<file path="src/rtl/pipelined_cla_adder.sv">
// Two-stage pipelined carry-lookahead adder/subtractor with valid/ready handshake on both sides.
// Optional signed saturation of the result is enabled by defining CLA_SAT_EN.
module pipelined_cla_adder #(
    parameter int unsigned WIDTH = 16
) (
    input  logic             clk,
    input  logic             rst_n,
    input  logic             in_valid,
    output logic             in_ready,
    input  logic [WIDTH-1:0] a,
    input  logic [WIDTH-1:0] b,
    input  logic             cin,
    input  logic             sub,
    output logic             out_valid,
    input  logic             out_ready,
    output logic [WIDTH-1:0] sum,
    output logic             cout,
    output logic             ovf,
    output logic             sat
);

    localparam int unsigned GROUPS = WIDTH / 4;

    // Carry into group k, flattened as a sum of products over all lower groups.
    function automatic logic group_carry(input logic [GROUPS-1:0] gg,
                                         input logic [GROUPS-1:0] gp,
                                         input logic              c_in,
                                         input int unsigned       k);
        logic c;
        logic prod;
        c = 1'b0;
        for (int unsigned j = 0; j < k; j++) begin
            prod = gg[j];
            for (int unsigned i = j + 1; i < k; i++) begin
                prod = prod & gp[i];
            end
            c = c | prod;
        end
        prod = c_in;
        for (int unsigned i = 0; i < k; i++) begin
            prod = prod & gp[i];
        end
        return c | prod;
    endfunction

    logic              s1_valid;
    logic              s2_valid;
    logic              s1_en;
    logic              s2_en;

    logic [WIDTH-1:0]  beff;
    logic [WIDTH-1:0]  p_c;
    logic [WIDTH-1:0]  g_c;
    logic [GROUPS-1:0] gg_c;
    logic [GROUPS-1:0] gp_c;
    logic              c0_c;

    logic [WIDTH-1:0]  s1_p;
    logic [WIDTH-1:0]  s1_g;
    logic [GROUPS-1:0] s1_gg;
    logic [GROUPS-1:0] s1_gp;
    logic              s1_c0;

    logic [GROUPS:0]   grp_c;
    logic [WIDTH:0]    bit_c;
    logic [WIDTH-1:0]  sum_raw;
    logic              cout_raw;
    logic              ovf_raw;
    logic [WIDTH-1:0]  sum_nxt;

    logic [WIDTH-1:0]  sum_q;
    logic              cout_q;
    logic              ovf_q;

    assign s2_en    = !s2_valid || out_ready;
    assign s1_en    = !s1_valid || s2_en;
    assign in_ready = s1_en;

    // Stage 1: operand conditioning, bit propagate/generate and group lookahead terms.
    always_comb begin
        beff = sub ? ~b : b;
        c0_c = sub ? 1'b1 : cin;
        p_c  = a ^ beff;
        g_c  = a & beff;
        gg_c = '0;
        gp_c = '0;
        for (int unsigned k = 0; k < GROUPS; k++) begin
            gg_c[k] = g_c[4*k+3]
                    | (p_c[4*k+3] & g_c[4*k+2])
                    | (p_c[4*k+3] & p_c[4*k+2] & g_c[4*k+1])
                    | (p_c[4*k+3] & p_c[4*k+2] & p_c[4*k+1] & g_c[4*k]);
            gp_c[k] = &p_c[4*k +: 4];
        end
    end

    // Stage 2: group carries, in-group carries and the final sum.
    always_comb begin
        grp_c = '0;
        bit_c = '0;
        for (int unsigned k = 0; k <= GROUPS; k++) begin
            grp_c[k] = group_carry(s1_gg, s1_gp, s1_c0, k);
        end
        for (int unsigned k = 0; k < GROUPS; k++) begin
            bit_c[4*k]   = grp_c[k];
            bit_c[4*k+1] = s1_g[4*k] | (s1_p[4*k] & grp_c[k]);
            bit_c[4*k+2] = s1_g[4*k+1]
                         | (s1_p[4*k+1] & s1_g[4*k])
                         | (s1_p[4*k+1] & s1_p[4*k] & grp_c[k]);
            bit_c[4*k+3] = s1_g[4*k+2]
                         | (s1_p[4*k+2] & s1_g[4*k+1])
                         | (s1_p[4*k+2] & s1_p[4*k+1] & s1_g[4*k])
                         | (s1_p[4*k+2] & s1_p[4*k+1] & s1_p[4*k] & grp_c[k]);
        end
        bit_c[WIDTH] = grp_c[GROUPS];
    end

    assign sum_raw  = s1_p ^ bit_c[WIDTH-1:0];
    assign cout_raw = bit_c[WIDTH];
    assign ovf_raw  = bit_c[WIDTH-1] ^ bit_c[WIDTH];

`ifdef CLA_SAT_EN
    logic s1_a_msb;
    logic sat_q;

    // On signed overflow both operands share a sign; clamp toward that sign's extreme.
    assign sum_nxt = ovf_raw ? {s1_a_msb, {(WIDTH-1){~s1_a_msb}}} : sum_raw;
    assign sat     = sat_q;

    always_ff @(posedge clk or negedge rst_n) begin
        if (!rst_n) begin
            s1_a_msb <= 1'b0;
            sat_q    <= 1'b0;
        end else begin
            if (s1_en) s1_a_msb <= a[WIDTH-1];
            if (s2_en) sat_q    <= ovf_raw;
        end
    end
`else
    assign sum_nxt = sum_raw;
    assign sat     = 1'b0;
`endif

    always_ff @(posedge clk or negedge rst_n) begin
        if (!rst_n) begin
            s1_valid <= 1'b0;
            s1_p     <= '0;
            s1_g     <= '0;
            s1_gg    <= '0;
            s1_gp    <= '0;
            s1_c0    <= 1'b0;
        end else if (s1_en) begin
            s1_valid <= in_valid;
            s1_p     <= p_c;
            s1_g     <= g_c;
            s1_gg    <= gg_c;
            s1_gp    <= gp_c;
            s1_c0    <= c0_c;
        end
    end

    always_ff @(posedge clk or negedge rst_n) begin
        if (!rst_n) begin
            s2_valid <= 1'b0;
            sum_q    <= '0;
            cout_q   <= 1'b0;
            ovf_q    <= 1'b0;
        end else if (s2_en) begin
            s2_valid <= s1_valid;
            sum_q    <= sum_nxt;
            cout_q   <= cout_raw;
            ovf_q    <= ovf_raw;
        end
    end

    assign out_valid = s2_valid;
    assign sum       = sum_q;
    assign cout      = cout_q;
    assign ovf       = ovf_q;

endmodule
</file>
<file path="config.mk">
export PLATFORM = sky130hd
export DESIGN_NAME = pipelined_cla_adder
export DESIGN_NICKNAME = d
export VERILOG_FILES = /design/src/rtl/pipelined_cla_adder.sv
export SDC_FILE = /design/constraint.sdc
export NUM_CORES = 1
export LEC_CHECK = 0
export CAP_MARGIN = 30
export CORE_MARGIN = 3
export CORE_UTILIZATION = 50
export CTS_CLUSTER_SIZE = 24
export DETAILED_ROUTE_END_ITERATION = 8
export PLACE_DENSITY_LB_ADDON = 0.05
export SETUP_SLACK_MARGIN = 0.05
export SLEW_MARGIN = 15
export SYNTH_ARGS = -nofsm -noshare
export SYNTH_HDL_FRONTEND = slang
export SYNTH_SLANG_ARGS = --single-unit
</file>
<file path="constraint.sdc">
create_clock -name clk -period 1.71 [get_ports clk]
set_input_delay 0.171 -clock clk [delete_from_list [all_inputs] [get_ports clk]]
set_output_delay 0.171 -clock clk [all_outputs]
set_load 0.01 [all_outputs]
</file>
==> flow_metrics.py <==
metrics = {
    "synth": {
        "ys_seq_area_share_pct": 48.6,
        "syn_area_sq_um": 2930,
        "synth_flop_cell": "dfrtp_1",
        "yosys_register_bits": 57,
        "yosys.area.top_type": "dfrtp_1",
        "synth-edff-count": 0,
        "synthTopCellsByCount": "nand2_1, dfrtp_1, xor2_1, o21ai_0, ha_1",
        "synthArstFlopShare_pct": 100,
        "synth.most_common_cell": "nand2_1",
        "syn_avg_cell_area_sq_um": 9.43,
        "synth_cell_types": 34,
        "ys_top_cells_by_area": "dfrtp_1, nand2_1, ha_1",
        "synth.net_count": 369,
        "yosys_warnings": 0,
        "synthCells": 311,
        "yosysTopAreaCellShare_pct": 48.6,
    },
    "grt": {
        "antenna_found_initial": 0,
        "grt_max_degree": 58,
        "grt_overflow": 0,
        "grt_pass1_vias": 2153,
        "grt_use_total_pct": 19.5,
        "grt_pass1_wl_mm": 9.81,
    },
    "cts": {
        "worst_skew_pair.late_latency_ps": 330,
        "clock-root-buffer": "clkbuf_8",
        "clock_path_buffers": 2,
        "clk_pin_slew_ps": 60,
        "cts_num_sinks": 57,
        "htree_levels": 3,
        "cts_buffers": 9,
        "cts_tree": "built",
    },
    "worst_hold_path": {
        "hold_class": "input pin to async pin",
    },
    "sta": {
        "min_period_ps": 1580,
        "finalHoldViolations": 0,
        "whs_ps": 363,
        "tns_ps": 0,
        "rsz0062_at_grt": "no",
        "min_period_over_period_pct": 92.5,
        "skew_ps": 5.46,
        "fmax_mhz": 632,
        "setup_viol": 0,
        "slew_viol_final": 0,
    },
    "power": {
        "ir_drop_mv": 0.565,
        "p_sw_mw": 1.30,
        "leakage_nw": 1.92,
        "seqPwrFrac_pct": 43.4,
        "finalPower_mw": 4.25,
        "intPower_mw": 2.95,
        "power_density_nw_per_um2": 1090,
        "power_frac_comb_pct": 31.9,
        "swShare_pct": 30.6,
        "pwr-share-clk_pct": 24.7,
    },
    "finish": {
        "nNetsFinal": 446,
        "syn_to_final_growth_pct": 33.5,
        "antenna_cells": 0,
        "post-route-util_pct": 69.8,
        "fillers": 494,
        "drive_above_1_share_pct": 13.3,
        "fin_area_sq_um": 3920,
    },
    "place": {
        "port_buffers": 57,
        "dp_hpwl_mm": 4.44,
        "postPlaceCellArea_sq_um": 3730,
        "place.gp.congestion": 0.782,
    },
    "critical_path": {
        "crit_path_frequent_cell": "a21o_1",
        "crit_type": "input pin to flop",
        "crit_path_start": "sub",
        "arrival_ps": 1800,
        "r2r-start": "s1_c0",
        "worstSetupEndpointType": "flop",
        "crit_slowest_cell": "clkdlybuf4s50_1",
        "critPathRequiredTime_ps": 1920,
        "crit_fanout": 13,
        "startpoint_type": "input pin",
        "path_cells": "clkdlybuf4s50_1, buf_12, xor2_2, ha_1, a21o_1, a21o_1, a21oi_1, o21ai_0",
        "max_stage_delay_ps": 440,
    },
    "floorplan": {
        "die-area_sq_um": 6820,
        "io_pins": 59,
        "chipWidth_microns": 82.6,
        "start_util_pct": 52.3,
        "die_h_microns": 82.6,
        "num_rows": 27,
        "core_sq_um": 5610,
    },
    "drt": {
        "drt-pass1-iter-count": 4,
        "drt_iter0_markers": 71,
        "drtAntennaViolNets": 0,
        "route.final.wire_length_mm": 5.91,
        "avgRoutedWirePerCell_microns": 12.7,
        "viasPerCell": 4.99,
        "drc": 0,
        "vias": 2316,
    },
    "run_status": {
        "status": "finished clean",
    },
    "flow_run": {
        "max_cap_viol_count": 0,
    },
}
==> layout by cell type (no fill, tap or decap), drive strengths merged, types with 4 or more instances in the layout <==
cell type	n
nand2	107
dfrtp	57
clkdlybuf4s50	55
xor2	26
o21ai	26
buf	24
ha	20
a21o	13
a21oi	11
clkbuf	11
nor2	6
mux2	4
nand4	4
clkinv	4
==> layout make-up <==
type | instances | area, sq um | share of cell area (%)
Clock buffer | 11 | 141 | 3.61
Clock inverter | 4 | 20.0 | 0.511
Inverter | 3 | 11.3 | 0.288
Multi-Input combinational cell | 236 | 1440 | 36.8
Sequential cell | 57 | 1430 | 36.4
Tap cell | 72 | 90.1 | 2.30
Timing Repair Buffer | 81 | 785 | 20.0
==> final timing paths <==
| path | cells past startpoint | slack (ps) | to |
|---|---|---|---|
| setup / recovery | 8 | 130 | s1_gg[2] |
| hold reg to reg | 1 | 460 | out_valid |
| min in group clk | 2 | 430 | s1_valid |
| hold / removal | 3 | 360 | sum[4] |
| max in group asynchronous | 3 | 1090 | s1_p[13] |
| setup reg to reg | 5 | 140 | sum[15] |
==> state kept, by name, summed over array words and instances (netlist names) <==
register,cells
sum,16
ovf,1
s1_g,12
s1_valid,1
s1_p,16
cout,1
s1_gp,4
s1_gg,4
out_valid,1
s1_c0,1
==> worst max-delay path: cells and delay by family <==
| kind | cells | cell delay, ps |
|---|---|---|
| buffers and inverters | 2 | 610 |
| xor gates and xnor gates | 1 | 170 |
| adders and majority gates | 1 | 300 |
| AOI/OAI and AO/OA | 4 | 540 |
==> per-stage QoR <==
| step | worst slack, ps | instances |
|---|---|---|
| after floorplan | 86.1 | 311 |
| after detailed placement | -219 | 447 |
| after global routing | 50.3 | 464 |
| final | 129 | 464 |
| after CTS | 134 | 463 |
| after global placement | -174 | 447 |
==> kinds of logic (layout without fill, tap and decap cells) <==
group                    Yosys count  in the layout  synth area share [%]
multiplexers                       5              5                  1.88
other                              1              1                 0.128
XOR/XNOR                          29             29                  8.66
adder cells (fa/ha/maj)           20             20                  8.53
AO/OA/AOI/OAI                     58             58                  12.8
AND/OR/NAND/NOR                  123            123                  16.6
flip-flops                        57             57                  48.6
buffers and inverters             18             99                  2.69
==> power by group through the flow <==
stage	registers (mW)	clock network (mW)	logic (mW)
floorplan	1.92	0	0.622
global placement	1.86	0	1.34
detailed placement	1.88	0	1.37
CTS	1.85	1.08	1.37
global route	1.89	1.15	1.52
finish	1.85	1.05	1.36
==> per-layer routing <==
metal  global-route usage [%]  routed length [microns]  up-vias
met5                        0                        0        -
met4                     10.3                      125        0
met3                     4.01                      255        9
met2                     30.6                     2760       53
met1                     25.3                     2770     1071
li1                         -                        -     1183
==> timing repair <==
action                                  4_1_cts  5_1_grt
endpoints found under the setup margin        1        3
endpoints found under the hold margin        57        0
hold buffers                                  1        0
setup buffers                                 0        1
resized for setup                             1        2
(Power assumes the default switching activity.)
